[src/rtl/ppu_fb_writer.sv]
// ---------------------------------------------------------------------------
// ppu_fb_writer
//   Sits downstream of the PPU pixel shifter. Each 2-bit colour index is mapped
//   through the BGP palette, four shades are packed per byte (first pixel in
//   [7:6]), and the bytes are written into a byte-addressed 160x144 framebuffer
//   (address = y*40 + x/4). A small FIFO of {addr,data} absorbs framebuffer
//   back-pressure. Line and frame position are tracked from PPU_MODE edges.
//
// Ports
//   clk         system clock
//   rst         asynchronous active-low reset (0 = reset)
//   LCD_EN      LCDC[7]; 0 = display off (flushes and idles the writer)
//   PPU_MODE    0 H_BLANK, 1 V_BLANK, 2 SCAN, 3 DRAW
//   PX_IN       colour index from the PPU, qualified by PX_valid
//   PX_valid    PX_IN is valid this cycle
//   BGP         palette, shade(c) = BGP[2c+1:2c], sampled with the pixel
//   FB_WE       write request (FIFO non-empty)
//   FB_ADDR     byte address of the FIFO head, 0 while idle
//   FB_DATA     packed shades of the FIFO head, 0 while idle
//   FB_READY    framebuffer accepts the write when FB_WE && FB_READY
//   FRAME_DONE  one-cycle pulse once every byte of a frame has been written
//   OVERFLOW    sticky: a byte was dropped on a full FIFO
// ---------------------------------------------------------------------------
module ppu_fb_writer #(
  parameter int FIFO_DEPTH = 4,
  parameter int LINE_PX    = 160,
  parameter int LINES      = 144
) (
  input  logic        clk,
  input  logic        rst,
  input  logic        LCD_EN,
  input  logic [1:0]  PPU_MODE,
  input  logic [1:0]  PX_IN,
  input  logic        PX_valid,
  input  logic [7:0]  BGP,
  output logic        FB_WE,
  output logic [12:0] FB_ADDR,
  output logic [7:0]  FB_DATA,
  input  logic        FB_READY,
  output logic        FRAME_DONE,
  output logic        OVERFLOW
);

  localparam int PTR_W = (FIFO_DEPTH > 1) ? $clog2(FIFO_DEPTH) : 1;

  localparam logic [1:0]     MODE_HBLANK = 2'd0;
  localparam logic [1:0]     MODE_VBLANK = 2'd1;
  localparam logic [1:0]     MODE_DRAW   = 2'd3;
  localparam logic [7:0]     LINE_PX_W   = 8'(LINE_PX);
  localparam logic [7:0]     LINES_W     = 8'(LINES);
  localparam logic [PTR_W:0] DEPTH_W     = (PTR_W + 1)'(FIFO_DEPTH);

  typedef enum logic [1:0] {
    ST_WAIT_FRAME,
    ST_LINE,
    ST_LINE_END,
    ST_VBLANK
  } state_t;

  typedef struct packed {
    logic [12:0] addr;
    logic [7:0]  data;
  } fb_wr_t;

  // Line/frame tracking state
  state_t     state_q, state_d;
  logic [7:0] x_q, x_d;
  logic [7:0] y_q, y_d;
  logic [7:0] pack_q, pack_d;
  logic [1:0] mode_q;
  logic       frame_done_q, frame_done_d;

  // FIFO state
  fb_wr_t         mem_q [FIFO_DEPTH];
  logic [PTR_W-1:0] rd_ptr_q, wr_ptr_q;
  logic [PTR_W:0]   count_q;
  logic             overflow_q;

  // Datapath helpers
  logic [2:0]  shade_lsb;
  logic [1:0]  shade;
  logic [12:0] line_base;
  logic [7:0]  flush_byte;
  logic        vblank_entry;
  logic        draw_end;
  logic        fifo_empty;
  logic        fifo_full;
  logic        push;
  fb_wr_t      push_wr;
  logic        push_ok;
  logic        pop;

  assign shade_lsb    = {PX_IN, 1'b0};
  assign shade        = BGP[shade_lsb +: 2];
  // y*40 as two shifts; 143*40 still fits in 13 bits.
  assign line_base    = ({5'd0, y_q} << 5) + ({5'd0, y_q} << 3);
  assign vblank_entry = (PPU_MODE == MODE_VBLANK) && (mode_q != MODE_VBLANK);
  assign draw_end     = (mode_q == MODE_DRAW) && (PPU_MODE == MODE_HBLANK);

  assign fifo_empty = (count_q == '0);
  assign fifo_full  = (count_q == DEPTH_W);
  assign pop        = !fifo_empty && FB_READY;
  // A full FIFO still takes a push when the head leaves in the same cycle.
  assign push_ok    = push && (!fifo_full || pop);

  // Partial byte at line end: the x[1:0] pixels already shifted in sit in the
  // low bits of pack_q; move them to the top and leave unused slots at 0.
  always_comb begin
    case (x_q[1:0])
      2'd1:    flush_byte = {pack_q[1:0], 6'd0};
      2'd2:    flush_byte = {pack_q[3:0], 4'd0};
      2'd3:    flush_byte = {pack_q[5:0], 2'd0};
      default: flush_byte = 8'd0;
    endcase
  end

  // NOTE: every signal gets a default at the top of the block so no path
  // leaves it unassigned, which would otherwise infer a latch.
  always_comb begin
    state_d      = state_q;
    x_d          = x_q;
    y_d          = y_q;
    pack_d       = pack_q;
    frame_done_d = 1'b0;
    push         = 1'b0;
    push_wr      = '0;

    case (state_q)
      ST_WAIT_FRAME: begin
        if ((PPU_MODE == MODE_DRAW) && (y_q == 8'd0)) begin
          state_d = ST_LINE;
        end
      end

      ST_LINE: begin
        if (PX_valid && (x_q < LINE_PX_W)) begin
          pack_d = {pack_q[5:0], shade};
          x_d    = x_q + 8'd1;
          if (x_q[1:0] == 2'd3) begin
            push         = 1'b1;
            push_wr.addr = line_base + {7'd0, x_q[7:2]};
            push_wr.data = pack_d;
          end
        end
        // A V_BLANK entry mid-line is a short frame: flush as at a line end.
        if (vblank_entry || draw_end) begin
          state_d = ST_LINE_END;
        end
      end

      ST_LINE_END: begin
        if (x_q[1:0] != 2'd0) begin
          push         = 1'b1;
          push_wr.addr = line_base + {7'd0, x_q[7:2]};
          push_wr.data = flush_byte;
        end
        x_d = 8'd0;
        y_d = y_q + 8'd1;
        // PPU_MODE is still V_BLANK here when the flush was forced by it.
        if ((y_d == LINES_W) || (PPU_MODE == MODE_VBLANK)) begin
          state_d = ST_VBLANK;
        end else begin
          state_d = ST_LINE;
        end
      end

      ST_VBLANK: begin
        x_d = 8'd0;
        y_d = 8'd0;
        if (fifo_empty) begin
          frame_done_d = 1'b1;
          state_d      = ST_WAIT_FRAME;
        end
      end

      default: state_d = ST_WAIT_FRAME;
    endcase

    // Display off overrides everything and produces no frame-done pulse.
    if (!LCD_EN) begin
      state_d      = ST_WAIT_FRAME;
      x_d          = 8'd0;
      y_d          = 8'd0;
      pack_d       = 8'd0;
      push         = 1'b0;
      frame_done_d = 1'b0;
    end
  end

  // NOTE: sequential state uses non-blocking assignments so every register
  // samples the pre-edge values regardless of statement order.
  always_ff @(posedge clk or negedge rst) begin
    if (!rst) begin
      state_q      <= ST_WAIT_FRAME;
      x_q          <= 8'd0;
      y_q          <= 8'd0;
      pack_q       <= 8'd0;
      mode_q       <= MODE_HBLANK;
      frame_done_q <= 1'b0;
    end else begin
      state_q      <= state_d;
      x_q          <= x_d;
      y_q          <= y_d;
      pack_q       <= pack_d;
      mode_q       <= PPU_MODE;
      frame_done_q <= frame_done_d;
    end
  end

  always_ff @(posedge clk or negedge rst) begin
    if (!rst) begin
      rd_ptr_q   <= '0;
      wr_ptr_q   <= '0;
      count_q    <= '0;
      overflow_q <= 1'b0;
    end else if (!LCD_EN) begin
      rd_ptr_q   <= '0;
      wr_ptr_q   <= '0;
      count_q    <= '0;
      overflow_q <= 1'b0;
    end else begin
      if (pop) begin
        rd_ptr_q <= rd_ptr_q + PTR_W'(1);
      end
      if (push_ok) begin
        wr_ptr_q <= wr_ptr_q + PTR_W'(1);
      end
      if (push && !push_ok) begin
        overflow_q <= 1'b1;
      end
      count_q <= count_q + (PTR_W + 1)'(push_ok) - (PTR_W + 1)'(pop);
    end
  end

  // NOTE: the FIFO storage has no reset; entries are only observable through
  // the occupancy count, which is reset, and outputs are gated while empty.
  always_ff @(posedge clk) begin
    if (push_ok) begin
      mem_q[wr_ptr_q] <= push_wr;
    end
  end

  assign FB_WE      = !fifo_empty;
  assign FB_ADDR    = FB_WE ? mem_q[rd_ptr_q].addr : 13'd0;
  assign FB_DATA    = FB_WE ? mem_q[rd_ptr_q].data : 8'd0;
  assign FRAME_DONE = frame_done_q;
  assign OVERFLOW   = overflow_q;

endmodule
[config.mk]
export PLATFORM = sky130hd
export DESIGN_NAME = ppu_fb_writer
export DESIGN_NICKNAME = d
export VERILOG_FILES = /design/src/rtl/ppu_fb_writer.sv
export SDC_FILE = /design/constraint.sdc
export NUM_CORES = 1
export LEC_CHECK = 0
export CORE_MARGIN = 4
export CORE_UTILIZATION = 50
export DETAILED_ROUTE_END_ITERATION = 7
export PLACE_DENSITY = 0.73
export SYNTH_ARGS = -nofsm -noshare
export SYNTH_HDL_FRONTEND = slang
export SYNTH_SLANG_ARGS = --single-unit
[constraint.sdc]
create_clock -name clk -period 5.3 [get_ports clk]
set_clock_uncertainty 0.1 [all_clocks]
set_input_delay 1.325 -clock clk [delete_from_list [all_inputs] [get_ports clk]]
set_output_delay 1.325 -clock clk [all_outputs]
set_load 0.05 [all_outputs]
==> flow_summary.json, run 1 <==
{
  "run_status": "finished, final reports clean",
  "core_um2": 11000,
  "synthSimpleGateAreaFrac_pct": 11.5,
  "io_pins": 41,
  "cts_hold_buf": 0,
  "crit_chain": "mux4_2 > and2_1 > clkdlybuf4s50_1",
  "num_rows": 38,
  "die_x_um": 115,
  "yosys.cell_types.count": 51,
  "ant_nets": 0,
  "synth_compound_area_share_pct": 7.31,
  "rrSetupSlack_ns": 1.53,
  "rsz0062_at_grt": "false",
  "start_util_pct": 52.2,
  "critical_path_class": "reg2out",
  "cts_buffer_depth": 2,
  "slowest_delay_ns": 1.02,
  "r2r_start": "state_q[0]",
  "ir_drop_v": 0.000342,
  "numCtsBuffers": 17,
  "hpwl_um": 7570,
  "syn_inst": 409,
  "avgSynthCellArea_um2": 14.1,
  "synth_seq_area_share_pct": 59.1,
  "cp_slowest_cell": "dfrtp_1",
  "grt_max_degree": 36,
  "globalplace.congestion": 0.819,
  "arrival_ns": 2.76,
  "slew_violations": 0,
  "min_from": "OVERFLOW",
  "p_per_area_nw_per_um2": 496,
  "async_flop_share_pct": 29.4,
  "period_minus_slack_ns": 4.18,
  "clockRootBuffer": "clkbuf_16",
  "synth_top_cell_by_area": "edfxtp_1",
  "first_pass_iters": 4,
  "muxShareOfSynthArea_pct": 9.55,
  "p_sw_uw": 1210,
  "synth_edf_count": 84,
  "synth_nets": 462,
  "internal-power_uw": 2240,
  "htreeDepth": 4,
  "port_buffers": 40,
  "worst_pin_slew_ns": 1.04,
  "cts.sinks": 119,
  "overflow": 0,
  "fmax_mhz": 239,
  "cts_tree": "yes",
  "cp_max_fo": 22,
  "p_clk_share_pct": 35.0,
  "grt.total_usage_pct": 18.8,
  "antenna_found_initial": 0,
  "max_cap_violations": 0,
  "p_leak_uw": 0.00255,
  "yosys.area_share.adder_pct": 8.22,
  "finish.instance_area_um2": 6960,
  "synth_top_family_by_area": "simple AND/OR/NAND/NOR gates",
  "clkTransAtPathRegs_ns": 0.06,
  "worst_setup_path_end_kind": "primary output",
  "critPathLaunchType": "flop",
  "drive_gt1_share_pct": 15.0,
  "report.final.setup_viol": 0,
  "wirelength_um": 11300,
  "post_cts_resized": 0,
  "hold_viol_final": 0,
  "seqPwrFrac_pct": 30.8,
  "required_ns": 3.88,
  "yosys-top-cells-area": "edfxtp_1 44%, dfrtp_1 15%, mux4_2 9.0%",
  "dieArea_um2": 13300,
  "hold_depth": 1,
  "synth-main-ff-cell": "edfxtp_1",
  "yosysTopAreaCellShare_pct": 43.8,
  "holdPathEnd": "OVERFLOW",
  "switching_share_pct": 35.2,
  "period_share_pct": 78.9,
  "syn_area_um2": 5750,
  "route.vias.total": 3509,
  "routed_via_density": 5.71,
  "area_delta_synth_final_pct": 20.9,
  "grt_pass1_wl_um": 18900,
  "hold_class": "reg2reg",
  "die-height_um": 115,
  "fin_nets": 514,
  "r2r_cells": 14,
  "synth_seq_cells": 119,
  "drt_iter0_markers": 223,
  "drc": 0,
  "drt-wirelength-per-cell_um": 18.3,
  "cts_setup_buffers": 0,
  "r2r-end": "count_q[2]",
  "ys_warn_count": 0,
  "antenna_cells": 0,
  "synth_xor_area_share_pct": 2.44,
  "placed_area_um2": 6330,
  "grt_pass1_vias": 3669,
  "synth_common_cells": "84 x edfxtp_1, 35 x dfrtp_1, 33 x ha_1, 31 x and2_1, 25 x nand2_1",
  "tns_ns": 0,
  "insertion_delay_ns": 0.41,
  "relSlewSlack_pct": 30.4,
  "synth.most_common_cell": "edfxtp_1",
  "power_frac_comb_pct": 34.2
}
state kept, by name, indices dropped and copies added, names as in the netlist:
register	flops
FRAME_DONE	1
OVERFLOW	1
count_q	3
mem_q	84
mode_q	2
pack_q	6
rd_ptr_q	2
state_q	2
wr_ptr_q	2
x_q	8
y_q	8
worst max-delay path: cells and delay by family (launching register included):
family	cells	cell delay (ns)
flops	1	1.02
buf+inv	1	0.80
mux	1	0.40
simple gates	1	0.13
logic make-up after synthesis:
family                     count (synthesis)
adders and majority gates                 36
xor gates and xnor gates                  16
and+or+nand+nor                          123
AOI/OAI and AO/OA                         60
DFF                                      119
buffers and inverters                     29
muxes                                     26
power groups by stage:
stage	logic (uW)	registers, uW	clock network [uW]
floorplan	856	1060	0
global placement	1170	1080	0
detailed placement	1190	1080	0
CTS	1200	1060	1220
global route	1260	1070	1270
finish	1180	1060	1210
area by class of cell:
class	count	area, um^2
Sequential cell	119	3400
Timing Repair Buffer	48	460
Fill cell	832	4070
Clock inverter	15	203
Multi-Input combinational cell	261	2240
Clock buffer	17	425
Tap cell	140	175
Inverter	14	52.6
per-stage QoR:
stage          power, uW  utilization, %  setup WS, ns  hold slack (ns)  instances
2_1_floorplan       1910               -          2.01            0.370        409
3_3_place_gp        2250            57.4          1.20            0.391        582
3_5_place_dp        2270            57.4         0.994            0.393        582
4_1_cts             3480            63.1          1.02            0.411        614
5_1_grt             3600            63.1         0.956            0.439        614
6_report            3450            63.1          1.12            0.414        614
cells in the final DEF (no fill, tap or decap), drive strengths merged, types with 4 or more instances in the layout:
master	n
dfrtp	35
xor2	10
clkinv	10
clkbuf	17
ha	33
nor2b	7
and2	31
and3	7
a21boi	4
a22o	6
nand3	4
nor2	25
edfxtp	84
bufinv	4
a21oi	10
o21ai	18
clkdlybuf4s50	40
inv	15
buf	8
nor3	4
nand4	4
xnor2	6
nand2b	4
nand2	25
mux4	23
worst max-delay path by stage:
stage	cells after the start	endpoint	slack, ns	from
6_report	3	FB_ADDR[4]	1.12	rd_ptr_q[1]
2_1_floorplan	10	count_q[2]	2.01	PX_valid
3_3_place_gp	12	count_q[2]	1.20	LCD_EN
4_1_cts	3	FB_ADDR[4]	1.02	rd_ptr_q[1]
3_5_place_dp	12	count_q[2]	0.99	LCD_EN
5_1_grt	3	FB_ADDR[12]	0.96	rd_ptr_q[1]
routing by layer:
metal	vias up	GRT usage, %	part of all wire, %
li1	1634	-	-
met1	1785	24.4	44
met2	76	30.8	50
met3	14	5.74	4.3
met4	0	5.40	1.2
met5	-	0	0
Note: power is estimated with default switching activity, not from simulation.
==> run 2: changes to the inputs <==
==> constraint.sdc (replaced) <==
create_clock -name clk -period 3.85 [get_ports clk]
set_clock_uncertainty 0.1 [all_clocks]
set_input_delay 0.9625 -clock clk [delete_from_list [all_inputs] [get_ports clk]]
set_output_delay 0.9625 -clock clk [all_outputs]
set_load 0.05 [all_outputs]
==> flow_summary.json, run 2 (synthesized netlist as in run 1, its figures left out) <==
{
  "required_ns": 2.79,
  "wirelength_um": 10700,
  "cts_buffer_depth": 2,
  "overflow": 0,
  "antenna_cells": 0,
  "tns_ns": 0,
  "dieArea_um2": 13300,
  "ir_drop_v": 0.000521,
  "finish.instance_area_um2": 6870,
  "run_status": "finished, final reports clean",
  "clkTransAtPathRegs_ns": 0.05,
  "worst_setup_path_end_kind": "primary output",
  "place_inst": 586,
  "report.final.setup_viol": 0,
  "ant_nets": 0,
  "post_cts_resized": 0,
  "placed_area_um2": 6310,
  "arrival_ns": 2.11,
  "p_leak_uw": 0.00255,
  "port_buffers": 40,
  "num_rows": 38,
  "period_minus_slack_ns": 3.17,
  "slew_violations": 0,
  "p_per_area_nw_per_um2": 660,
  "max_cap_violations": 0,
  "drt_iter0_markers": 261,
  "cp_max_fo": 25,
  "worst_pin_slew_ns": 0.534,
  "clockRootBuffer": "clkbuf_16",
  "top_regs": "mem_q: 84 flops, x_q: 8 flops, y_q: 8 flops",
  "drc": 0,
  "slowest_delay_ns": 0.72,
  "final_cell_mix": "84 x edfxtp_1, 35 x dfrtp_1, 33 x ha_1, 33 x buf_4, 31 x and2_1",
  "grt_max_degree": 36,
  "rsz0062_at_grt": "false",
  "critical_path_class": "reg2out",
  "grt_pass1_wl_um": 18200,
  "grt.total_usage_pct": 18.0,
  "hold_class": "reg2reg",
  "critPathLaunchType": "flop",
  "fin_nets": 518,
  "hpwl_um": 7040,
  "htreeDepth": 4,
  "cts_setup_buffers": 0,
  "cts_hold_buf": 0,
  "io_pins": 41,
  "die_x_um": 115,
  "insertion_delay_ns": 0.40,
  "cts.sinks": 119,
  "start_util_pct": 52.2,
  "relSlewSlack_pct": 63.9,
  "routed_via_density": 5.59,
  "numCtsBuffers": 17,
  "globalplace.congestion": 0.824,
  "area_delta_synth_final_pct": 19.4,
  "die-height_um": 115,
  "instances_no_fill": 615,
  "hold_viol_final": 0,
  "cp_slowest_cell": "clkdlybuf4s50_1",
  "drive_gt1_share_pct": 18.9,
  "first_pass_iters": 4,
  "fin_util_pct": 62.3,
  "top_register": "mem_q",
  "fmax_mhz": 315,
  "drt-wirelength-per-cell_um": 17.4,
  "largest_reg_flops": 84,
  "antenna_found_initial": 0,
  "crit_chain": "or3_1 > buf_4 > clkdlybuf4s50_1",
  "cts_tree": "yes",
  "route.vias.total": 3435,
  "core_um2": 11000,
  "period_share_pct": 82.4,
  "grt_pass1_vias": 3563,
  "final_common_cell": "edfxtp_1"
}
## run 2: cell types whose count changed in the layout (fill, tap and decap cells not counted), sizes merged
cell	previous run	this run
clkinv	10	7
bufinv	4	3
clkinvlp	0	3
clkdlybuf4s50	40	19
buf	8	33
inv	15	13
## run 2: area by class of cell
type / count / area (um^2)
Timing Repair Buffer: 52 / 438
Multi-Input combinational cell: 261 / 2240
Tap cell: 140 / 175
Fill cell: 832 / 4160
Sequential cell: 119 / 3400
Clock inverter: 12 / 138
Inverter: 14 / 52.6
Clock buffer: 17 / 425
## run 2: critical path: cells and delay by family (launching register included)
kind,cells,cell delay (ns)
DFF,1,0.40
and+or+nand+nor,1,0.37
buffers and inverters,2,0.93
## run 2: metal layers
metal	track usage [%]	vias up	wire length (um)
met5	0	-	0
met3	3.68	12	386
met2	28.7	64	5350
met1	24.8	1717	4870
met4	6.10	0	116
li1	-	1642	-
## run 2: final timing paths
check | startpoint | endpoint | slack (ns) | depth (start not counted)
min in group asynchronous | rst | count_q[0] | 0.87 | 2
setup reg to reg | y_q[0] | mem_q[3][20] | 0.76 | 7
hold / removal | OVERFLOW | OVERFLOW | 0.41 | 1
hold reg to reg | OVERFLOW | OVERFLOW | 0.41 | 1
setup / recovery | count_q[2] | FB_WE | 0.68 | 3
max in group asynchronous | rst | x_q[2] | 2.45 | 2
## run 2: where the power goes
part / internal (uW) / switching [uW]
clock: 991 / 507
sequential: 1400 / 45.5
combinational: 547 / 1040
## run 2: metrics by stage
stage	hold WS [ns]	total power [uW]	worst slack, ns
final	0.414	4540	0.679
after global placement	0.393	3070	0.499
after detailed placement	0.401	3090	0.417
after global routing	0.429	4740	0.600
after CTS	0.417	4590	0.646
after floorplan	0.370	2640	0.861
==> run 3: changes to the inputs <==
--- a/config.mk
+++ b/config.mk
@@ -8,7 +8,7 @@
 export CORE_MARGIN = 4
 export CORE_UTILIZATION = 50
 export DETAILED_ROUTE_END_ITERATION = 7
-export PLACE_DENSITY = 0.73
+export PLACE_DENSITY = 0.75
 export SYNTH_ARGS = -nofsm -noshare
 export SYNTH_HDL_FRONTEND = slang
 export SYNTH_SLANG_ARGS = --single-unit
==> constraint.sdc (replaced) <==
create_clock -name clk -period 2.9 [get_ports clk]
set_clock_uncertainty 0.1 [all_clocks]
set_input_delay 0.725 -clock clk [delete_from_list [all_inputs] [get_ports clk]]
set_output_delay 0.725 -clock clk [all_outputs]
set_load 0.05 [all_outputs]
==> flow_summary.json, run 3 (synthesized netlist as in run 1, its figures left out) <==
{
  "antenna_found_initial": 0,
  "core_um2": 11000,
  "p_per_area_nw_per_um2": 889,
  "dieArea_um2": 13300,
  "first_pass_iters": 5,
  "start_util_pct": 52.2,
  "grt_pass1_wl_um": 18700,
  "cp_max_fo": 23,
  "fillerInstances": 779,
  "power_uw": 6280,
  "area_delta_synth_final_pct": 22.9,
  "slowest_delay_ns": 0.53,
  "path_delay_family": "multiplexers",
  "drc": 0,
  "numCtsBuffers": 17,
  "slew_violations": 0,
  "worstSetupStartpoint": "rd_ptr_q[0]",
  "cts_tree": "yes",
  "fin_nets": 533,
  "ant_nets": 0,
  "wirelength_um": 11300,
  "num_rows": 38,
  "critPathLaunchType": "flop",
  "grt_pass1_vias": 3633,
  "routed_via_density": 5.57,
  "final_cell_mix": "84 x edfxtp_1, 48 x buf_4, 35 x dfrtp_1, 33 x ha_1, 30 x and2_1",
  "gr-usage-met2_pct": 30.4,
  "port_buffers": 40,
  "fin_util_pct": 64.1,
  "die-height_um": 115,
  "place_inst": 601,
  "max_cap_violations": 0,
  "arrival_ns": 1.92,
  "power_frac_comb_pct": 34.8,
  "cts_buffer_depth": 2,
  "top_regs": "mem_q: 84 flops, x_q: 8 flops, y_q: 8 flops",
  "critical_path_buf_inv_count": 2,
  "period_minus_slack_ns": 2.75,
  "insertion_delay_ns": 0.40,
  "rsz0062_at_grt": "false",
  "internal-power_uw": 4060,
  "ir_drop_v": 0.000632,
  "required_ns": 2.08,
  "antenna_cells": 0,
  "p_leak_uw": 0.00267,
  "overflow": 0,
  "instances_no_fill": 633,
  "relSlewSlack_pct": 67.1,
  "run_status": "finished, final reports clean",
  "critical_path_class": "reg2out",
  "grt.total_usage_pct": 18.6,
  "largest_reg_flops": 84,
  "drive_gt1_share_pct": 23.3,
  "clockRootBuffer": "clkbuf_16",
  "die_x_um": 115,
  "drt-wirelength-per-cell_um": 17.9,
  "gr-usage-met3_pct": 4.05,
  "grt_max_degree": 36,
  "busiest_layer": "met2",
  "top_register": "mem_q",
  "switching_share_pct": 35.4,
  "min_from": "pack_q[5]",
  "p_sw_uw": 2220,
  "hold_class": "reg2reg",
  "cts_hold_buf": 0,
  "final_common_cell": "edfxtp_1",
  "worst_setup_path_end_kind": "primary output",
  "report.final.setup_viol": 0,
  "p_clk_share_pct": 34.8,
  "io_pins": 41,
  "crit_chain": "buf_12 > mux4_2 > and2_1 > buf_4",
  "route.vias.total": 3526,
  "r2r_start": "x_q[7]",
  "seqPwrFrac_pct": 30.4,
  "grt_use_met1_pct": 24.0,
  "globalplace.congestion": 0.821,
  "drt_iter0_markers": 214,
  "clkTransAtPathRegs_ns": 0.06,
  "hold_viol_final": 0,
  "fmax_mhz": 364,
  "cp_slowest_cell": "mux4_2",
  "worst_pin_slew_ns": 0.491,
  "htreeDepth": 4,
  "cts.sinks": 119,
  "tns_ns": 0,
  "period_share_pct": 94.8,
  "hpwl_um": 7690
}
==> run 3: cell count changes in the layout (fill, tap and decap cells not counted), sizes merged <==
cell,change
buf,+16
bufinv,+1
clkdlybuf4s50,-1
clkinv,+1
clkinvlp,-1
inv,+2
==> run 3: worst reg2reg max path: cells and delay by family, from the launching register on <==
| family | cells | cell delay [ns] |
|---|---|---|
| simple gates | 1 | 0.09 |
| fa+ha+maj | 2 | 1.06 |
| compound gates | 3 | 0.61 |
| flops | 1 | 0.41 |
| xor+xnor | 1 | 0.17 |
==> run 3: what timing repair did <==
action / CTS / global route
endpoints found under the setup margin: 0 / 5
resized for setup: 0 / 2
hold endpoints to repair: 0 / 0
buffers inserted: 0 / 0
==> run 3: area by class of cell <==
type	instances	area [um^2]	area share (%)
Multi-Input combinational cell	261	2250	31.9
Inverter	14	52.6	0.743
Tap cell	140	175	2.48
Clock buffer	17	425	6.02
Timing Repair Buffer	67	561	7.93
Clock inverter	15	201	2.85
Sequential cell	119	3400	48.1
==> run 3: power by group through the flow <==
| stage | combinational, uW | sequential, uW | clock [uW] |
|---|---|---|---|
| floorplan | 1560 | 1940 | 0 |
| global placement | 2170 | 1940 | 0 |
| detailed placement | 2200 | 1940 | 0 |
| CTS | 2220 | 1910 | 2220 |
| global route | 2330 | 1920 | 2300 |
| finish | 2180 | 1910 | 2190 |
==> run 3: final timing paths <==
| kind | to | slack, ns | depth (start not counted) |
|---|---|---|---|
| max | FB_DATA[5] | 0.15 | 4 |
| max reg2reg | mem_q[3][20] | 0.21 | 7 |
| min reg2reg | pack_q[5] | 0.44 | 2 |
| max in group asynchronous | x_q[6] | 1.73 | 2 |
| min in group asynchronous | y_q[4] | 0.64 | 2 |
| min | pack_q[5] | 0.44 | 2 |
==> run 3: routing by layer <==
| metal | wire, um | vias up |
|---|---|---|
| li1 | - | 1676 |
| met1 | 4940 | 1736 |
| met2 | 5690 | 89 |
| met3 | 437 | 25 |
| met4 | 272 | 0 |
| met5 | 0 | - |
==> run 3: stage by stage <==
stage | setup slack, ns | instance area (um^2) | hold slack (ns)
global route | 0.0148 | 7070 | 0.458
finish | 0.151 | 7070 | 0.441
CTS | 0.106 | 7060 | 0.439
detailed placement | -0.0803 | 6430 | 0.424
floorplan | 0.0226 | 5760 | 0.329
global placement | -0.0468 | 6430 | 0.415
